### src/rtl/wb_pkg.sv
// Shared constants, latch layout and overflow classification for the writeback stage.
// Used by stage_writeback and wb_decode.
package wb_pkg;

  localparam int DATA_W = 32;
  localparam int REG_AW = 5;

  localparam logic [REG_AW-1:0] RSTATUS = 5'd30;
  localparam logic [REG_AW-1:0] RLINK   = 5'd31;

  typedef enum logic [4:0] {
    OP_ALU  = 5'b00000,
    OP_J    = 5'b00001,
    OP_BNE  = 5'b00010,
    OP_JAL  = 5'b00011,
    OP_JR   = 5'b00100,
    OP_ADDI = 5'b00101,
    OP_BLT  = 5'b00110,
    OP_SW   = 5'b00111,
    OP_LW   = 5'b01000,
    OP_SETX = 5'b10101,
    OP_BEX  = 5'b10110
  } opcode_e;

  localparam logic [4:0] ALU_ADD = 5'b00000;
  localparam logic [4:0] ALU_SUB = 5'b00001;

  localparam logic [DATA_W-1:0] OVF_CODE_ADD  = 32'd1;
  localparam logic [DATA_W-1:0] OVF_CODE_ADDI = 32'd2;
  localparam logic [DATA_W-1:0] OVF_CODE_SUB  = 32'd3;

  typedef struct packed {
    logic [31:0]       insn;
    logic [DATA_W-1:0] alu_result;
    logic [DATA_W-1:0] mem_data;
    logic [DATA_W-1:0] pc_plus1;
    logic              overflow;
  } wb_latch_t;

  // True when this instruction/flag pair writes an overflow code instead of its result.
  function automatic logic is_ovf_wb(input logic [31:0] insn, input logic overflow);
    return overflow &&
           ((insn[31:27] == OP_ADDI) ||
            ((insn[31:27] == OP_ALU) && ((insn[6:2] == ALU_ADD) || (insn[6:2] == ALU_SUB))));
  endfunction

endpackage

### src/rtl/wb_decode.sv
// Combinational writeback decode: latched MEM/WB fields -> regfile write enable, destination, data.
module wb_decode
  import wb_pkg::*;
(
  input  wb_latch_t          latch_i,
  output logic               we_o,
  output logic [REG_AW-1:0]  dest_o,
  output logic [DATA_W-1:0]  data_o
);

  logic       writer;
  logic [4:0] alu_op;

  assign alu_op = latch_i.insn[6:2];

  always_comb begin
    // NOTE: every output gets a default first so no path leaves a value unassigned (no latch).
    writer = 1'b0;
    dest_o = latch_i.insn[26:22];
    data_o = latch_i.alu_result;
    case (latch_i.insn[31:27])
      OP_ALU: begin
        writer = 1'b1;
        if (latch_i.overflow && alu_op == ALU_ADD) begin
          dest_o = RSTATUS;
          data_o = OVF_CODE_ADD;
        end else if (latch_i.overflow && alu_op == ALU_SUB) begin
          dest_o = RSTATUS;
          data_o = OVF_CODE_SUB;
        end
      end
      OP_ADDI: begin
        writer = 1'b1;
        if (latch_i.overflow) begin
          dest_o = RSTATUS;
          data_o = OVF_CODE_ADDI;
        end
      end
      OP_LW: begin
        writer = 1'b1;
        data_o = latch_i.mem_data;
      end
      OP_JAL: begin
        writer = 1'b1;
        dest_o = RLINK;
        data_o = latch_i.pc_plus1;
      end
      OP_SETX: begin
        writer = 1'b1;
        dest_o = RSTATUS;
        data_o = DATA_W'(latch_i.insn[26:0]);
      end
      default: writer = 1'b0;
    endcase
    // r0 is hardwired, so a write aimed at it is suppressed while dest/data stay visible.
    we_o = writer && (dest_o != '0);
  end

endmodule

### src/rtl/stage_writeback.sv
// MEM/WB pipeline latch plus writeback decode driving the regfile write port.
// Optional WB_EXC_COUNT_EN adds a saturating count of overflow writebacks on exc_count.
module stage_writeback
  import wb_pkg::*;
(
  input  logic               clock,
  input  logic               reset,
  input  logic               wb_enable,
  input  logic               wb_flush,
  input  logic [31:0]        m_insn,
  input  logic [DATA_W-1:0]  m_alu_result,
  input  logic [DATA_W-1:0]  m_mem_data,
  input  logic [DATA_W-1:0]  m_pc_plus1,
  input  logic               m_overflow,
  output logic [31:0]        w_insn,
  output logic               ctrl_writeEnable,
  output logic [REG_AW-1:0]  ctrl_writeReg,
  output logic [DATA_W-1:0]  data_writeReg
`ifdef WB_EXC_COUNT_EN
  ,
  output logic [7:0]         exc_count
`endif
);

  wb_latch_t latch_q, latch_d;

  // Flush wins over enable; an all-zero latch decodes as add r0,r0,r0 (nop).
  always_comb begin
    latch_d = latch_q;
    if (wb_flush) begin
      latch_d = '0;
    end else if (wb_enable) begin
      latch_d = '{insn:       m_insn,
                  alu_result: m_alu_result,
                  mem_data:   m_mem_data,
                  pc_plus1:   m_pc_plus1,
                  overflow:   m_overflow};
    end
  end

  // NOTE: sequential state uses non-blocking assignments so all registers update together.
  always_ff @(posedge clock or posedge reset) begin
    if (reset) latch_q <= '0;
    else       latch_q <= latch_d;
  end

  assign w_insn = latch_q.insn;

  wb_decode u_decode (
    .latch_i (latch_q),
    .we_o    (ctrl_writeEnable),
    .dest_o  (ctrl_writeReg),
    .data_o  (data_writeReg)
  );

`ifdef WB_EXC_COUNT_EN
  logic [7:0] exc_q, exc_d;

  always_comb begin
    exc_d = exc_q;
    if (!wb_flush && wb_enable && is_ovf_wb(m_insn, m_overflow) && exc_q != 8'hFF)
      exc_d = exc_q + 8'd1;
  end

  always_ff @(posedge clock or posedge reset) begin
    if (reset) exc_q <= '0;
    else       exc_q <= exc_d;
  end

  assign exc_count = exc_q;
`endif

endmodule

### config.mk
export PLATFORM = sky130hd
export DESIGN_NAME = stage_writeback
export DESIGN_NICKNAME = d
export VERILOG_FILES = /design/src/rtl/wb_pkg.sv /design/src/rtl/wb_decode.sv /design/src/rtl/stage_writeback.sv
export SDC_FILE = /design/constraint.sdc
export NUM_CORES = 1
export LEC_CHECK = 0
export ABC_AREA = 1
export BUFFER_PORTS_ARGS = -buffer_cell sky130_fd_sc_hd__buf_2
export CORE_MARGIN = 1
export CORE_UTILIZATION = 45
export DETAILED_ROUTE_END_ITERATION = 7
export MAX_ROUTING_LAYER = met4
export PLACE_DENSITY = 0.76
export SYNTH_ARGS = -nofsm -noshare
export SYNTH_HDL_FRONTEND = slang
export SYNTH_SLANG_ARGS = --single-unit
### constraint.sdc
create_clock -name clock -period 4.9 [get_ports clock]
set_input_delay 0.98 -clock clock [delete_from_list [all_inputs] [get_ports clock]]
set_output_delay 0.98 -clock clock [all_outputs]
set_load 0.1 [all_outputs]
==> results.md <==
- Status: completed
- Vias after detailed routing: roughly 5900
- Crit. End Element: output port
- Final hold vios: 0
- Rel. slew slack: 0.3589
- Worst-Skew Late Latency: 0.41 ns
- Initial antenna violation count: 1
- Pwr/cell area: 381.4 mW/mm²
- Synth top area share: 0.5085
- DRC violations left: 0
- Sw Share: 0.3332
- CP Launch Type: register
- First drt pass iteration count: 5
- Post_cts resized: 0
- Clk root buf: clkbuf_16
- Die footprint: 0.01459 mm²
- Tmin final: 3.874 ns
- Detail Route Antenna Nets: 0
- Worst Skew: 0 ns
- Total routing usage reported by global routing: 0.2634
- Wire length per cell: 15.90 µm
- Post-DP HPWL: 12040 µm
- Synth warn: 0
- Crit path max-delay family: simple AND/OR/NAND/NOR gates
- Switching power: roughly 0.001 W
- Clock sink total: 129
- Crit-path most repeated cell: nand2_1
- Overflow after GRT: 0
- CP arrival: 2.89 ns
- Final Setup Violations: 0
- Tightest Hold Check Type: register to register
- RSZ-0062 raised after global routing: no
- Fill count: approximately 1300
- VDD IR max: ~0.22 mV
- Max Cap Violations: 0
- Std-Cell Rows: 43
- Seq. cell area: between 0.003 and 0.004 mm²
- Clock transition at the registers of the reported paths: about 0.060 ns
- Largest net degree at the start of global routing: 105
- CTS tree: built
- P&R area growth vs syn: 23.55%
- Total CTS buffers: 17
- Sequential area share after synthesis: 0.5085
- Layout cells sized above 1: 0.2590
- Leakage: 3.963 nW
- Post-CTS Hold Buffers: 0
- Worst path buffer plus inverter count: 2
- F_max: 258.1 MHz
- Most frequent cells in the layout: 194 x buf_2, 139 x inv_1, 136 x nand3_1
- Core Box Area: 0.01383 mm²
- Number of global-route vias before repair: around 5700
- Die Wd: around 120 µm
- Initial Util: 0.4591
- Max-slew violations: 0
- Syn nets: approximately 920
- Final period util: 0.7906
- Mapped Avg Cell Area: 8.036 µm²
- Layout Nets: between 1000 and 1500
- Clk pwr share: 0.390
- Worst-margin pin slew: 0.9617 ns
- Post-Synthesis Cells: just under 800
- Cells after DPL: 1096
- Routed wire length: 17920 µm
- Critical path type: register to output port
- Mapped cell area: approximately 0.0063 mm²
- CP Data Required Time: 3.92 ns
- Chip height: 120.8 µm
- Cell accounting for the most synthesized area: dfrtp_1
- Setup TNS: 0 ns
- Post-CTS Setup Bufs: 0
- Ports: 203
- Critical Path Max Stage Delay: 0.43 ns
- Critical Path Fanout Max: 30
- Commonest non-fill, non-tap cell in the layout: buf_2
- Clock Path Buffers: 2
- Flip-flop and latch count after synthesis: between 100 and 150
- Comb pwr share: 0.224
- Multi-input gate area in the final layout: 0.002122 mm²
- H-Tree Depth: 4
- Synth cell types: 22
- CP Cell Sequence: nand2_1 -> nor2_1 -> nand2_1 -> nand2_2 -> o31ai_4 -> buf_4 -> nand2_1 -> nand2_1 -> buf_2
- Placer congestion estimate: 0.8582
- Seq pwr share: 0.387
- Post-Layout Cell Count: 1127
- Initial DRC count: 444
- Via density: 5.256
- First-pass GRT wire length: between 20000 and 30000 µm
- Internal power: 0.001995 W
- Main area contributors after synthesis: dfrtp_1 51%, nand3_1 11%, o21ai_0 11%
- Slowest-stage cell, CP: nand2_1
- Number of port buffers: between 200 and 250
layout make-up:
| type | count | share of cell area |
|---|---|---|
| flip-flops and latches | 129 | 0.4115 |
| multi-input cells | 434 | 0.2705 |
| repair buffers | 211 | 0.1512 |
| inverters | 142 | 0.06891 |
| clock buffers | 24 | 0.06141 |
| well taps | 180 | 0.02871 |
| clock inverters | 6 | 0.007338 |
| diodes | 1 | 0.0003190 |
power groups by stage:
stage / sequential [W] / combinational (W) / clock, W
3_5_place_dp: 0.00117 / 0.000669 / 0
2_1_floorplan: 0.00117 / 0.000528 / 0
5_1_grt: 0.00116 / 0.000713 / 0.00123
6_report: 0.00116 / 0.000669 / 0.00117
4_1_cts: 0.00116 / 0.000671 / 0.00118
3_3_place_gp: 0.00117 / 0.000664 / 0
cells in the mapped netlist:
| cell type | count |
|---|---|
| clkbuf_1 | 45 |
| dfrtp_1 | 129 |
| buf_6 | 3 |
| nor2_1 | 27 |
| nand3_1 | 136 |
| buf_2 | 5 |
| buf_4 | 32 |
| nand2_1 | 73 |
| nor2_2 | 1 |
| nand2_2 | 1 |
| o21ai_1 | 2 |
| o31ai_1 | 1 |
| o21ai_0 | 134 |
| a21oi_1 | 19 |
| nor3_1 | 1 |
| nand4_1 | 4 |
| inv_1 | 141 |
| inv_2 | 1 |
| o31ai_4 | 1 |
| o22ai_1 | 32 |
| or2_2 | 1 |
| nand3_2 | 1 |
final timing paths:
check | endpoint | slack (ns) | from | cells after the start
max | data_writeReg[19] | 1.03 | w_insn[28] | 9
min | latch_q[55] | 0.54 | latch_q[55] | 2
max reg2reg | w_insn[24] | 4.06 | w_insn[24] | 2
min reg2reg | latch_q[55] | 0.54 | latch_q[55] | 2
max in group asynchronous | w_insn[11] | 3.26 | reset | 3
min in group asynchronous | latch_q[6] | 0.74 | reset | 2
metal layers:
metal / vias to the layer above / global-route usage / part of all wire
li1: 2834 / - / -
met1: 2821 / 0.3669 / 0.45
met2: 242 / 0.3782 / 0.46
met3: 27 / 0.05283 / 0.066
met4: 0 / 0.1019 / 0.017
met5: - / - / 0
registers in the layout (all words and copies together) (netlist names):
register  flops
latch_q      97
w_insn       32
cell families (layout without fill, tap and decap cells):
group / after synthesis / count (layout) / synth area share
AND/OR/NAND/NOR: 245 / 245 / 0.1756
buffers and inverters: 227 / 383 / 0.1577
AO/OA/AOI/OAI: 189 / 189 / 0.1583
flip-flops: 129 / 129 / 0.5085
other: 0 / 1 / 0
per-stage QoR:
stage	power (W)	worst slack (ns)	instance area, µm²	hold WS [ns]	utilization
2_1_floorplan	0.001695	0.4790	6349	0.5015	-
3_3_place_gp	0.001836	1.581	7302	0.5149	0.5281
3_5_place_dp	0.001844	1.481	7302	0.5283	0.5281
4_1_cts	0.003006	1.037	7841	0.5400	0.5671
5_1_grt	0.003104	0.8325	7844	0.5488	0.5673
6_report	0.002992	1.026	7844	0.5352	0.5673
worst min-delay path: stages (launching register included):
cell and delay (ns):
dfrtp_1 0.37, inv_1 0.05, o21ai_0 0.07
(Power assumes the default switching activity.)
